[config.mk]
export PLATFORM = sky130hd
export DESIGN_NAME = fp32_booth_multiplier
export DESIGN_NICKNAME = d
export VERILOG_FILES = /design/src/rtl/fp32_pkg.sv /design/src/rtl/booth_r4_pp_gen.sv /design/src/rtl/fp32_booth_multiplier.sv
export SDC_FILE = /design/constraint.sdc
export NUM_CORES = 1
export LEC_CHECK = 0
export ABC_AREA = 1
export CORE_MARGIN = 3
export CORE_UTILIZATION = 60
export CTS_CLUSTER_DIAMETER = 120
export CTS_CLUSTER_SIZE = 16
export DETAILED_ROUTE_END_ITERATION = 7
export PLACE_DENSITY_LB_ADDON = 0.1
export SETUP_SLACK_MARGIN = 0.3
export SYNTH_ARGS = -nofsm -noshare
export SYNTH_HDL_FRONTEND = slang
export SYNTH_SLANG_ARGS = --single-unit
[constraint.sdc]
create_clock -name clk -period 8.2 [get_ports clk]
set_input_delay 1.64 -clock clk [delete_from_list [all_inputs] [get_ports clk]]
set_output_delay 1.64 -clock clk [all_outputs]
set_load 0.05 [all_outputs]
[src/rtl/fp32_pkg.sv]
// Shared FP32 definitions for the FPU_32 multiplier and divider.
package fp32_pkg;

  typedef struct packed {
    logic        sign;
    logic [7:0]  exp;
    logic [22:0] frac;
  } fp32_t;

  localparam int          BIAS    = 127;
  localparam logic [31:0] QNAN    = 32'h7FC00000;
  localparam int          EXP_MAX = 255;

  // Bit positions inside the 5-bit flags word {invalid, overflow, underflow, inexact, zero}
  localparam int FLAG_INVALID   = 4;
  localparam int FLAG_OVERFLOW  = 3;
  localparam int FLAG_UNDERFLOW = 2;
  localparam int FLAG_INEXACT   = 1;
  localparam int FLAG_ZERO      = 0;

  localparam int ITER_LAST = 12;

  typedef enum logic [1:0] {
    ST_IDLE,
    ST_ITER,
    ST_ROUND,
    ST_DONE
  } state_e;

endpackage

[src/rtl/booth_r4_pp_gen.sv]
// Radix-4 Booth partial product: selects 0, +/-Ma or +/-2Ma from a 3-bit multiplier window.
module booth_r4_pp_gen (
  input  logic [2:0]         i_y,
  input  logic [23:0]        i_ma,
  output logic signed [26:0] o_pp
);

  logic signed [26:0] w_ma_x1;
  logic signed [26:0] w_ma_x2;

  assign w_ma_x1 = $signed({3'b000, i_ma});
  assign w_ma_x2 = $signed({2'b00, i_ma, 1'b0});

  always_comb begin
    o_pp = '0;
    case (i_y)
      3'b001, 3'b010: o_pp = w_ma_x1;
      3'b011:         o_pp = w_ma_x2;
      3'b100:         o_pp = -w_ma_x2;
      3'b101, 3'b110: o_pp = -w_ma_x1;
      default:        o_pp = '0;
    endcase
  end

endmodule

[src/rtl/fp32_booth_multiplier.sv]
// Sequential FP32 multiplier: 13-step radix-4 Booth accumulation, then one round-to-nearest-even step.
module fp32_booth_multiplier
  import fp32_pkg::*;
#(
  parameter int FTZ = 1
) (
  input  logic        clk,
  input  logic        rst,
  input  logic        in_valid,
  output logic        in_ready,
  input  logic [31:0] a,
  input  logic [31:0] b,
  output logic        out_valid,
  input  logic        out_ready,
  output logic [31:0] product,
  output logic [4:0]  flags
);

  generate
    if (FTZ != 1) begin : g_ftz_check
      $error("fp32_booth_multiplier: subnormal support (FTZ=0) is not implemented");
    end
  endgenerate

  state_e             r_state;
  logic               r_in_ready;
  logic               r_out_valid;
  logic [31:0]        r_product;
  logic [4:0]         r_flags;
  logic [3:0]         r_cnt;
  logic [49:0]        r_p;
  logic [26:0]        r_y;
  logic [23:0]        r_ma;
  logic               r_sign;
  logic signed [9:0]  r_exp;

  fp32_t w_a;
  fp32_t w_b;
  assign w_a = a;
  assign w_b = b;

  logic w_a_nan, w_a_inf, w_a_zero;
  logic w_b_nan, w_b_inf, w_b_zero;
  logic w_sign;

  assign w_a_nan  = (w_a.exp == 8'(EXP_MAX)) && (w_a.frac != '0);
  assign w_a_inf  = (w_a.exp == 8'(EXP_MAX)) && (w_a.frac == '0);
  assign w_a_zero = (w_a.exp == '0);
  assign w_b_nan  = (w_b.exp == 8'(EXP_MAX)) && (w_b.frac != '0);
  assign w_b_inf  = (w_b.exp == 8'(EXP_MAX)) && (w_b.frac == '0);
  assign w_b_zero = (w_b.exp == '0);
  assign w_sign   = w_a.sign ^ w_b.sign;

  logic        w_special;
  logic [31:0] w_sp_product;
  logic [4:0]  w_sp_flags;

  // Subnormals count as zero here since the exponent field alone decides zero-ness
  always_comb begin
    w_special    = 1'b1;
    w_sp_product = '0;
    w_sp_flags   = '0;
    if (w_a_nan || w_b_nan || (w_a_inf && w_b_zero) || (w_a_zero && w_b_inf)) begin
      w_sp_product             = QNAN;
      w_sp_flags[FLAG_INVALID] = 1'b1;
    end else if (w_a_inf || w_b_inf) begin
      w_sp_product = {w_sign, 8'(EXP_MAX), 23'd0};
    end else if (w_a_zero || w_b_zero) begin
      w_sp_product          = {w_sign, 31'd0};
      w_sp_flags[FLAG_ZERO] = 1'b1;
    end else begin
      w_special = 1'b0;
    end
  end

  logic signed [9:0] w_exp_init;
  assign w_exp_init = $signed({2'b00, w_a.exp}) + $signed({2'b00, w_b.exp}) - $signed(10'(BIAS));

  logic signed [26:0] w_pp;
  logic [49:0]        w_pp_ext;
  logic [49:0]        w_pp_aligned;

  booth_r4_pp_gen u_pp_gen (
    .i_y  (r_y[2:0]),
    .i_ma (r_ma),
    .o_pp (w_pp)
  );

  assign w_pp_ext     = {{23{w_pp[26]}}, w_pp};
  assign w_pp_aligned = w_pp_ext << {r_cnt, 1'b0};

  logic              w_norm;
  logic [23:0]       w_mant_pre;
  logic              w_g, w_r, w_s;
  logic              w_inc;
  logic [24:0]       w_mant_sum;
  logic              w_carry;
  logic [23:0]       w_mant_fin;
  logic signed [9:0] w_exp_n;
  logic signed [9:0] w_exp_fin;
  logic              w_inexact;
  logic [31:0]       w_rnd_product;
  logic [4:0]        w_rnd_flags;

  assign w_norm     = r_p[47];
  assign w_mant_pre = w_norm ? r_p[47:24] : r_p[46:23];
  assign w_g        = w_norm ? r_p[23] : r_p[22];
  assign w_r        = w_norm ? r_p[22] : r_p[21];
  assign w_s        = w_norm ? (|r_p[21:0]) : (|r_p[20:0]);
  assign w_inc      = w_g && (w_r || w_s || w_mant_pre[0]);
  assign w_mant_sum = {1'b0, w_mant_pre} + {24'd0, w_inc};
  assign w_carry    = w_mant_sum[24];
  assign w_mant_fin = w_carry ? 24'h800000 : w_mant_sum[23:0];
  assign w_exp_n    = r_exp + $signed({9'd0, w_norm});
  assign w_exp_fin  = w_exp_n + $signed({9'd0, w_carry});
  assign w_inexact  = w_g | w_r | w_s;

  always_comb begin
    w_rnd_product = {r_sign, w_exp_fin[7:0], w_mant_fin[22:0]};
    w_rnd_flags   = '0;
    w_rnd_flags[FLAG_INEXACT] = w_inexact;
    if (w_exp_fin >= $signed(10'(EXP_MAX))) begin
      w_rnd_product               = {r_sign, 8'(EXP_MAX), 23'd0};
      w_rnd_flags                 = '0;
      w_rnd_flags[FLAG_OVERFLOW]  = 1'b1;
      w_rnd_flags[FLAG_INEXACT]   = 1'b1;
    end else if (w_exp_fin <= 10'sd0) begin
      w_rnd_product               = {r_sign, 31'd0};
      w_rnd_flags                 = '0;
      w_rnd_flags[FLAG_UNDERFLOW] = 1'b1;
      w_rnd_flags[FLAG_ZERO]      = 1'b1;
      w_rnd_flags[FLAG_INEXACT]   = (r_p != '0);
    end
  end

  always_ff @(posedge clk) begin
    if (!rst) begin
      r_state     <= ST_IDLE;
      r_in_ready  <= 1'b1;
      r_out_valid <= 1'b0;
      r_product   <= '0;
      r_flags     <= '0;
      r_cnt       <= '0;
      r_p         <= '0;
      r_y         <= '0;
      r_ma        <= '0;
      r_sign      <= 1'b0;
      r_exp       <= '0;
    end else begin
      case (r_state)
        ST_IDLE: begin
          if (in_valid) begin
            r_sign     <= w_sign;
            r_in_ready <= 1'b0;
            if (w_special) begin
              r_product   <= w_sp_product;
              r_flags     <= w_sp_flags;
              r_out_valid <= 1'b1;
              r_state     <= ST_DONE;
            end else begin
              r_ma    <= {|w_a.exp, w_a.frac};
              r_y     <= {2'b00, 1'b1, w_b.frac, 1'b0};
              r_p     <= '0;
              r_cnt   <= '0;
              r_exp   <= w_exp_init;
              r_state <= ST_ITER;
            end
          end
        end
        ST_ITER: begin
          r_p <= r_p + w_pp_aligned;
          r_y <= {2'b00, r_y[26:2]};
          if (r_cnt == 4'(ITER_LAST)) begin
            r_cnt   <= '0;
            r_state <= ST_ROUND;
          end else begin
            r_cnt <= r_cnt + 4'd1;
          end
        end
        ST_ROUND: begin
          r_product   <= w_rnd_product;
          r_flags     <= w_rnd_flags;
          r_out_valid <= 1'b1;
          r_state     <= ST_DONE;
        end
        ST_DONE: begin
          if (out_ready) begin
            r_out_valid <= 1'b0;
            r_in_ready  <= 1'b1;
            r_state     <= ST_IDLE;
          end
        end
        default: begin
          r_state <= ST_IDLE;
        end
      endcase
    end
  end

  assign in_ready  = r_in_ready;
  assign out_valid = r_out_valid;
  assign product   = r_product;
  assign flags     = r_flags;

endmodule

==> reports/qor.yml <==
status: "finished with violations"
violations: "DRC"
synthesis.nets: 2494
ys.flop_type: "dfxtp_1"
track_usage_pct: 34.6
intPower_mw: 2.49
routed_wl_um: 43400
worst_pin_slew_ns: 1.01
irDropWorstVdd_uv: 209
core-area_mm2: 0.0222
drt_first_pass_iters: 8
final.min_clock_period_ns: 5.92
final-instance-count-excl-fill: 2688
setup_violations: 0
p_comb_share_pct: 64.8
postCtsSetupBuffers: 0
synth_common_cells: "616 x nand2_1, 291 x nor2_1, 243 x inv_1"
fin_skew_ns: 0.0187
num_rows: 54
grt_pass1_wl_um: 70100
power_frac_clock_pct: 14.0
vias: 15900
numPlacedInstances: 2656
cts_resized: 0
cp.required_ns: 8.56
viasPerCell: 5.93
antenna_found_initial: 0
grt.met3_usage_pct: 5.50
grt_max_degree: 74
synth_top_cell_by_area: "dfxtp_1"
die_h_um: 157
cts_sinks: 155
ys_ff_latch: 155
yosysUniqueCellTypes: 52
finalHoldViolations: 0
grt-ovfl-total: 0
timing.fmax_mhz: 169
nNetsFinal: 2541
slowest_delay_ns: 0.91
cp_common_cell: "nand2_1"
cp_num_cells: 32
io_buffers: 106
drive_above_1_share_pct: 4.07
dp_slack_ns: 2.41
first_global_vias: 14300
pwr-share-seq_pct: 21.2
antenna_cells_inserted: 0
die_w_um: 157
cap_violations: 0
rsz0062_at_grt: "false"
route.detailed.wl_per_inst_um: 16.1
grt_use_met1_pct: 47.7
ys_warn_count: 0
use_met2_pct: 55.0
slowest_stage: "dfxtp_2"
top_usage_layer: "met2"
antenna_left: 0
drt_iter0_drc: 1702
critical_path.top_delay_family: "simple AND/OR/NAND/NOR gates"
syn_area_mm2: 0.0138
clockBufferDepth: 2
cellPowerDensity_mw_per_mm2: 361
htree_levels: 4
synth_most_common_cell: "nand2_1"
synthToLayoutAreaGrowth_pct: 12.1
cts_tree: "built"
start_kind: "flop"
dp_hpwl_um: 33500
seq_area_frac_synth_pct: 22.6
fin_total_pwr_mw: 5.57
fin_crit_sh_pct: 72.1
fillerInstances: 2036
p_sw_share_pct: 55.4
synth_cells: 2348
slew-limit-headroom_pct: 32.7
cp.arrival_ns: 6.28
synth_enable_flop_cells: 0
crit_buf_inv: 4
pin_count: 107
hold_class: "reg -> reg"
die_area_mm2: 0.0248
drc: 2
clk_pin_slew_ns: 0.07
synth_area_leaders: "dfxtp_1 23%, nand2_1 17%, nor2_1 7.9%, o21ai_0 7.3%, ha_1 6.8%"
clock_latency_ns: 0.45
criticalPathCategory: "reg -> reg"
p_switching_mw: 3.09
place_congestion: 0.994
min_delay_path_depth: 2
endpoint_kind: "flop"
start_util_pct: 62.1
synth_top_area_share_pct: 22.6
slew_violations: 0
finalWorstSetupSlack_ns: 2.28
leakagePower_nw: 6.75
worst_r2r_path_depth: 32
postCtsHoldBufs: 0
cts_made_buffers: 17
avgSynthCellArea_um2: 5.86
fin_setup_tns_ns: 0
postSynth.asyncResetShare_pct: 0
cp_max_fo: 53
root_buffer: "clkbuf_16"
## per-layer routing
layer | routed length [um] | share of wire [%] | vias up
met4 | 1620 | 3.7 | 0
met5 | 0 | 0 | -
met3 | 3670 | 8.5 | 114
met2 | 19200 | 44 | 768
met1 | 18900 | 44 | 7206
li1 | - | - | 7846
## sequential cells by signal, indices dropped and copies added (netlist names)
signal / flops
r_cnt: 4
r_y: 25
product: 32
r_exp: 10
flags: 5
r_p: 50
r_state: 2
r_sign: 1
r_ma: 24
in_ready: 1
out_valid: 1
## power by group through the flow
stage               clock, mW  combinational (mW)  sequential (mW)
floorplan                   0                2.46             1.31
global placement            0                3.45             1.18
detailed placement          0                3.50             1.19
CTS                     0.787                3.52             1.17
global route            0.819                3.99             1.21
finish                  0.780                3.61             1.18
## final cells by class
| cell class | count | area (um^2) | area share [%] |
|---|---|---|---|
| sequential | 155 | 3100 | 20.1 |
| clock buffer | 17 | 425 | 2.76 |
| inverter | 255 | 957 | 6.20 |
| clock inverter | 15 | 131 | 0.852 |
| tap | 280 | 350 | 2.27 |
| multi-input combinational | 1852 | 9340 | 60.6 |
| timing repair buffer | 114 | 1120 | 7.23 |
## metrics by stage
stage	hold WS, ns	cell area, um^2	util, %
finish	0.469	15400	69.6
global route	0.489	15400	69.6
floorplan	0.441	13800	-
detailed placement	0.458	14900	67.1
CTS	0.468	15400	69.6
global placement	0.450	14900	67.1
## path summary, 6_finish.rpt
kind | startpoint | end | slack, ns
setup / recovery | r_p[47] | product[10] | 2.28
hold / removal | r_y[24] | r_y[24] | 0.47
setup reg to reg | r_p[47] | product[10] | 2.28
hold reg to reg | r_y[24] | r_y[24] | 0.47
## cells in the final DEF, fill, tap and decap left out, types with 18 or more instances in the layout
cell type	netlist	layout
nor3_1	31	31
or2_2	27	27
ha_1	75	75
nor2_1	291	291
clkdlybuf4s50_1	0	105
a21oi_1	187	187
inv_1	243	243
dfxtp_1	155	154
xor2_1	38	38
o22ai_1	18	18
o21ai_0	202	202
nand3_1	169	169
nand2_1	616	615
nor4_1	29	29
nand4_1	27	27
## cell families (layout without fill, tap and decap cells)
group                      Yosys count  after routing  synth area share, %
xor gates and xnor gates            52             52                 3.31
buffers and inverters              341            401                 9.61
and+or+nand+nor                   1228           1228                 37.8
DFF                                155            155                 22.6
AOI/OAI and AO/OA                  492            492                 19.3
adders and majority gates           78             78                 7.26
muxes                                2              2                0.146
## worst register-to-register path: cells and delay by family (launching register included)
family | cells | cell delay [ns]
adder cells (fa/ha/maj) | 3 | 0.79
AND/OR/NAND/NOR | 22 | 3.21
XOR/XNOR | 1 | 0.17
AO/OA/AOI/OAI | 2 | 0.32
buffers and inverters | 4 | 0.44
flip-flops | 1 | 0.91
Note: power is estimated with default switching activity, not from simulation.
